$ cat src/rtl/hazard_stall_ctrl.sv
// Stall/flush interlock for the 5-stage core: load-use bubble, mult/div freeze, taken-branch squash.
// Optional HAZARD_STALL_STATS_EN adds saturating stall/flush counters.
module hazard_stall_ctrl #(
  parameter int unsigned MD_TIMEOUT = 40,
  parameter int unsigned CNT_W      = 6
) (
  input  logic                 clock,
  input  logic                 reset,
  input  logic [31:0]          inst_out_fd,
  input  logic [31:0]          DX_inst,
  input  logic                 branch_taken,
  input  logic                 multdiv_ready,
  output logic                 pc_en,
  output logic                 fd_en,
  output logic                 dx_en,
  output logic                 fd_flush,
  output logic                 dx_nop,
  output logic                 xm_nop,
  output logic                 ctrl_MULT,
  output logic                 ctrl_DIV,
  output logic                 md_busy,
  output logic                 md_timeout
`ifdef HAZARD_STALL_STATS_EN
  ,
  output logic [31:0]          stall_cycles,
  output logic [15:0]          flush_count
`endif
);

  localparam logic [4:0] OpAlu  = 5'b00000;
  localparam logic [4:0] OpAddi = 5'b00101;
  localparam logic [4:0] OpLw   = 5'b01000;
  localparam logic [4:0] OpSw   = 5'b00111;
  localparam logic [4:0] OpBne  = 5'b00010;
  localparam logic [4:0] OpBlt  = 5'b00110;
  localparam logic [4:0] OpJr   = 5'b00100;
  localparam logic [4:0] AluMul = 5'b00110;
  localparam logic [4:0] AluDiv = 5'b00111;

  localparam logic [CNT_W-1:0] TimeoutLast = CNT_W'(MD_TIMEOUT - 1);

  typedef enum logic [0:0] {StRun, StMdWait} stateE;

  stateE            stateQ;
  logic [CNT_W-1:0] mdCntQ;
  logic             timeoutQ;

  logic [4:0] fdOp, fdRd, fdRs, fdRt;
  logic [4:0] dxOp, dxRd, dxAluOp;
  logic       useRs, useRt, useRd, loadUse;
  logic       dxIsMult, dxIsDiv, mdStart, timeoutHit, mdRelease;
  logic       unusedBits;

  assign fdOp    = inst_out_fd[31:27];
  assign fdRd    = inst_out_fd[26:22];
  assign fdRs    = inst_out_fd[21:17];
  assign fdRt    = inst_out_fd[16:12];
  assign dxOp    = DX_inst[31:27];
  assign dxRd    = DX_inst[26:22];
  assign dxAluOp = DX_inst[6:2];
  assign unusedBits = ^{inst_out_fd[11:0], DX_inst[21:7], DX_inst[1:0]};

  // sw only reads rd as store data, which the memory-data bypass covers, so rd use excludes sw.
  assign useRs   = (fdOp == OpAlu) || (fdOp == OpAddi) || (fdOp == OpLw) || (fdOp == OpSw);
  assign useRt   = (fdOp == OpAlu);
  assign useRd   = (fdOp == OpBne) || (fdOp == OpBlt) || (fdOp == OpJr);
  assign loadUse = (dxOp == OpLw) && (dxRd != 5'd0) &&
                   ((useRs && (fdRs == dxRd)) || (useRt && (fdRt == dxRd)) ||
                    (useRd && (fdRd == dxRd)));

  assign dxIsMult   = (dxOp == OpAlu) && (dxAluOp == AluMul);
  assign dxIsDiv    = (dxOp == OpAlu) && (dxAluOp == AluDiv);
  assign mdStart    = (stateQ == StRun) && (dxIsMult || dxIsDiv);
  assign timeoutHit = (stateQ == StMdWait) && (mdCntQ == TimeoutLast);
  assign mdRelease  = (stateQ == StMdWait) && (multdiv_ready || timeoutHit);

  always_ff @(posedge clock or posedge reset) begin
    if (reset) begin
      stateQ   <= StRun;
      mdCntQ   <= '0;
      timeoutQ <= 1'b0;
    end else begin
      unique case (stateQ)
        StRun: begin
          if (mdStart) begin
            stateQ <= StMdWait;
            mdCntQ <= '0;
          end
        end
        StMdWait: begin
          if (mdRelease) begin
            stateQ <= StRun;
            if (!multdiv_ready) timeoutQ <= 1'b1;
          end else begin
            mdCntQ <= mdCntQ + 1'b1;
          end
        end
        default: stateQ <= StRun;
      endcase
    end
  end

  // Gated by reset so the reset values appear immediately, whatever the latches hold.
  always_comb begin
    pc_en      = 1'b1;
    fd_en      = 1'b1;
    dx_en      = 1'b1;
    fd_flush   = 1'b0;
    dx_nop     = 1'b0;
    xm_nop     = 1'b0;
    ctrl_MULT  = 1'b0;
    ctrl_DIV   = 1'b0;
    md_busy    = 1'b0;
    md_timeout = timeoutQ;
    if (!reset) begin
      if (stateQ == StRun) begin
        if (mdStart) begin
          pc_en     = 1'b0;
          fd_en     = 1'b0;
          dx_en     = 1'b0;
          xm_nop    = 1'b1;
          ctrl_MULT = dxIsMult;
          ctrl_DIV  = dxIsDiv;
        end else if (branch_taken) begin
          fd_flush = 1'b1;
          dx_nop   = 1'b1;
        end else if (loadUse) begin
          pc_en  = 1'b0;
          fd_en  = 1'b0;
          dx_nop = 1'b1;
        end
      end else if (!mdRelease) begin
        md_busy = 1'b1;
        pc_en   = 1'b0;
        fd_en   = 1'b0;
        dx_en   = 1'b0;
        xm_nop  = 1'b1;
      end
    end
  end

`ifdef HAZARD_STALL_STATS_EN
  always_ff @(posedge clock or posedge reset) begin
    if (reset) begin
      stall_cycles <= '0;
      flush_count  <= '0;
    end else begin
      if (!pc_en && (stall_cycles != '1)) stall_cycles <= stall_cycles + 1'b1;
      if (fd_flush && (flush_count != '1)) flush_count <= flush_count + 1'b1;
    end
  end
`endif

endmodule

$ cat config.mk
export PLATFORM = sky130hd
export DESIGN_NAME = hazard_stall_ctrl
export DESIGN_NICKNAME = d
export VERILOG_FILES = /design/src/rtl/hazard_stall_ctrl.sv
export SDC_FILE = /design/constraint.sdc
export NUM_CORES = 1
export LEC_CHECK = 0
export ABC_AREA = 0
export CAP_MARGIN = 25
export CORE_MARGIN = 3
export CORE_UTILIZATION = 28
export CTS_CLUSTER_DIAMETER = 40
export DETAILED_ROUTE_END_ITERATION = 16
export GPL_TIMING_DRIVEN = 0
export MAX_ROUTING_LAYER = met4
export PLACE_DENSITY_LB_ADDON = 0.3
export SYNTH_ARGS = -nofsm -noshare
export SYNTH_HDL_FRONTEND = slang
export SYNTH_SLANG_ARGS = --single-unit
$ cat constraint.sdc
create_clock -name clock -period 2.05 [get_ports clock]
set_input_delay 0.205 -clock clock [delete_from_list [all_inputs] [get_ports clock]]
set_output_delay 0.205 -clock clock [all_outputs]
set_load 0.1 [all_outputs]
==> impl_results.md <==
- Outcome: complete, but fails checks
- Violations in the final reports: setup timing
- Share of final-layout standard cells stronger than drive strength 1: 34.3%
- Post-route DRC violation count: 0
- Via count of the first global-routing pass: approximately 780
- Overall power consumption: 457 uW
- Clock latency reported for the late side of the worst-skew pair: around 260 ps
- Depth of the most critical reg-to-reg path: 7
- Count of nets left with antenna violations after detail routing: 0
- Unrepaired setup endpoints after global routing: yes
- Fin worst setup slack: -40.3 ps
- Die Area: roughly 3200 sq um
- Setup-failing EPs final: 1
- Critical path, cell by cell: dlygate4sd2_1 > or4bb_4 > nor4_4 > nor2_4 > nor2_4 > a21oi_4 > buf_12 > buf_12
- Async set or reset register ratio after synthesis: between 90% and 100%
- GPL Wtd Cong: a little over 0.8
- Type of the worst setup path: in2out
- Synthesized flop and latch total: 8
- Number of violations of the max-capacitance limit: 0
- Netlist Area Pre-Place: ~720 sq um
- Core region area: between 2000 and 2500 sq um
- Final Slew Violations: 0
- Worst setup path startpoint: DX_inst[6]
- Nature of the critical path startpoint: input pin
- Final Hold Viols: 0
- Total iterations of the first detailed-routing run: 4
- Top post-synthesis cells by count: sky130_fd_sc_hd__xor2_1, sky130_fd_sc_hd__nor2_1, sky130_fd_sc_hd__dfrtp_1
- First-pass GRT wire length: 3620 um
- Longest individual stage delay on the worst path: about 530 ps
- Detailed-route vias per instance: 4.85
- Syn Nets: ~150
- Nets: 214
- Syn Inst Count: 84
- Sum of net half-perimeters after detailed placement: between 1500 and 2000 um
- Final wirelength: ~2300 um
- Most instantiated library cell after synthesis: sky130_fd_sc_hd__xor2_1
- Share of the core filled with cells in the final layout: roughly 64%
- Max FO, Critical Path: 3
- Critical path's slowest cell: sky130_fd_sc_hd__or4bb_4
- PD cells: 306 nW/um^2
- Clock Tree Root: sky130_fd_sc_hd__clkbuf_4
- Required time worst endpoint: 1850 ps
- Clock transition time at the flip-flop clock pins of the worst setup and hold paths: 60 ps
- Drt first-iter violations: 29
- Number of input and output port buffers inserted: 48
- Number of fillers in the final layout: 181
- Grt total ovfl: 0
- Antenna diode count: 0
- Top area cells in the synthesized netlist: sky130_fd_sc_hd__dfrtp_1, sky130_fd_sc_hd__xor2_1, sky130_fd_sc_hd__xnor2_1, sky130_fd_sc_hd__nor2_1, sky130_fd_sc_hd__inv_1
- Initial core utilization: roughly 31%
- Die extent in x: roughly 57 um
- Routed WL per cell: between 10 and 15 um
- Total Neg Setup Slack: -40.3 ps
- Share of the synthesized area in the top cell type: 27.8%
- Leakage power of the design: between 0.6 and 0.7 nW
- Count of warnings emitted by yosys: 0
- I/O pin total: just under 80
- CTS Hold Bufs: 0
- IR Drop Worst-Case VDD: between 300 and 400 uV
- Timing endpoint of the critical path: pc_en
- Final worst-path cycle share: 102%
- Standard-cell rows: 17
- Fmax: between 400 and 500 MHz
- Hold Crit Class: in2async
- Predominant post-synthesis flop cell: sky130_fd_sc_hd__dfrtp_1
- Pin count of the biggest net entering global routing: 11
- Reg2Reg Setup Slack: 350 ps
- Endpoint arrival time on the critical path: between 1500 and 2000 ps
- Relative slew slack: a little over a third
- Most area-hungry cell type in the Yosys netlist: sky130_fd_sc_hd__dfrtp_1
- Die span in y: about 57 um
- Syn Area/Cell: 8.58 sq um
- Total routing resource utilization after global routing: between 10% and 20%
- Seq/Total Area, Yosys: 27.8%
- Total number of vias: 829
- Number of flops mapped to enable cells by yosys: 0
- Minimum hold slack: ~440 ps
- Clock Sinks: 8
- Distinct cells, synth: 33
- Layout overhead on the synthesized area: 107%
- Min Clock Period, post-route: about 2100 ps
- Clock Path Buffers: 2
- Origin of the critical flop-to-flop path: mdCntQ[4]
- Number of H-tree levels: 1
- TritonCTS buffer count: 3
- CTS tree: done
- Initial antenna violation count: 0
- Critical register-to-register path endpoint: mdCntQ[5]
- Critical Path Sink Type: output pin
- Measured slew at the worst slew-check pin: just under 1000 ps
- Clock Skews: approximately 1.1 ps
==> registers in the layout, indices dropped and copies added (netlist names) <==
register	cells
mdCntQ	6
md_timeout	1
stateQ	1
==> power breakdown <==
group | switching (mW) | internal, mW | total (mW) | leakage, nW
Combinational | 0.0769 | 0.0882 | 0.165 | 0.576
Clock | 0.0584 | 0.0673 | 0.126 | 0.0138
Sequential | 0.00478 | 0.162 | 0.166 | 0.107
==> critical path, delay by kind of cell <==
kind	cells	cell delay, ps
simple gates	4	1080
compound gates	1	70
buf+inv	3	520
==> area by class of cell <==
| cell class | instances | area (sq um) | share of cell area, % |
|---|---|---|---|
| Multi-Input combinational cell | 68 | 631 | 42.2 |
| Tap cell | 28 | 35.0 | 2.34 |
| Clock buffer | 3 | 22.5 | 1.51 |
| Buffer | 1 | 20.0 | 1.34 |
| Sequential cell | 8 | 200 | 13.4 |
| Timing Repair Buffer | 57 | 564 | 37.7 |
| Inverter | 6 | 22.5 | 1.51 |
==> how the worst min path moves through the flow <==
stage,start,end,slack [ps],cells past startpoint
floorplan,reset,mdCntQ[0],30,1
global placement,md_timeout,md_timeout,460,1
detailed placement,md_timeout,md_timeout,460,1
CTS,reset,mdCntQ[4],450,2
global route,reset,mdCntQ[4],490,2
finish,reset,mdCntQ[2],440,2
==> what timing repair did <==
action / 4_1_cts / 5_1_grt
endpoints found under the setup margin: 9 / 8
pin swaps: 14 / 9
endpoints found under the hold margin: 0 / 0
setup buffers: 6 / 3
resized for setup: 100 / 21
==> logic make-up after synthesis <==
| group | share of synthesized area, % |
|---|---|
| xor gates and xnor gates | 21.9 |
| buffers and inverters | 4.69 |
| AOI/OAI and AO/OA | 11.5 |
| and+or+nand+nor | 30.9 |
| adders and majority gates | 1.74 |
| DFF | 27.8 |
| muxes | 1.56 |
==> per-stage QoR <==
| step | cell area (sq um) | setup WS [ps] | std cells |
|---|---|---|---|
| 3_5_place_dp | 1310 | -1330 | 160 |
| 2_1_floorplan | 790 | -466 | 84 |
| 4_1_cts | 1420 | -71.0 | 168 |
| 5_1_grt | 1500 | -108 | 171 |
| 6_report | 1500 | -40.3 | 171 |
| 3_3_place_gp | 1310 | -1310 | 160 |
==> placed cells by master (no fill, tap or decap), types with 3 or more instances in the layout <==
cell type                         Yosys  layout
sky130_fd_sc_hd__nor2_1               9       9
sky130_fd_sc_hd__dlymetal6s2s_1       0       5
sky130_fd_sc_hd__dfrtp_1              8       8
sky130_fd_sc_hd__nand2_1              6       5
sky130_fd_sc_hd__dlygate4sd2_1        0       9
sky130_fd_sc_hd__buf_12               0       5
sky130_fd_sc_hd__inv_1                6       6
sky130_fd_sc_hd__xnor2_1              4       4
sky130_fd_sc_hd__clkbuf_2             0       3
sky130_fd_sc_hd__buf_4                1      10
sky130_fd_sc_hd__clkbuf_4             0       4
sky130_fd_sc_hd__xor2_1              14      13
sky130_fd_sc_hd__buf_6                0       4
sky130_fd_sc_hd__nand4_1              3       3
sky130_fd_sc_hd__clkdlybuf4s50_1      0      17
==> layer usage <==
layer / track usage (%) / vias up / share of wire, %
li1: - / 415 / -
met1: 19.2 / 376 / 43
met2: 23.3 / 34 / 49
met3: 3.91 / 4 / 6.5
met4: 2.98 / 0 / 0.90
met5: - / - / 0
Note: power is estimated with default switching activity, not from simulation.
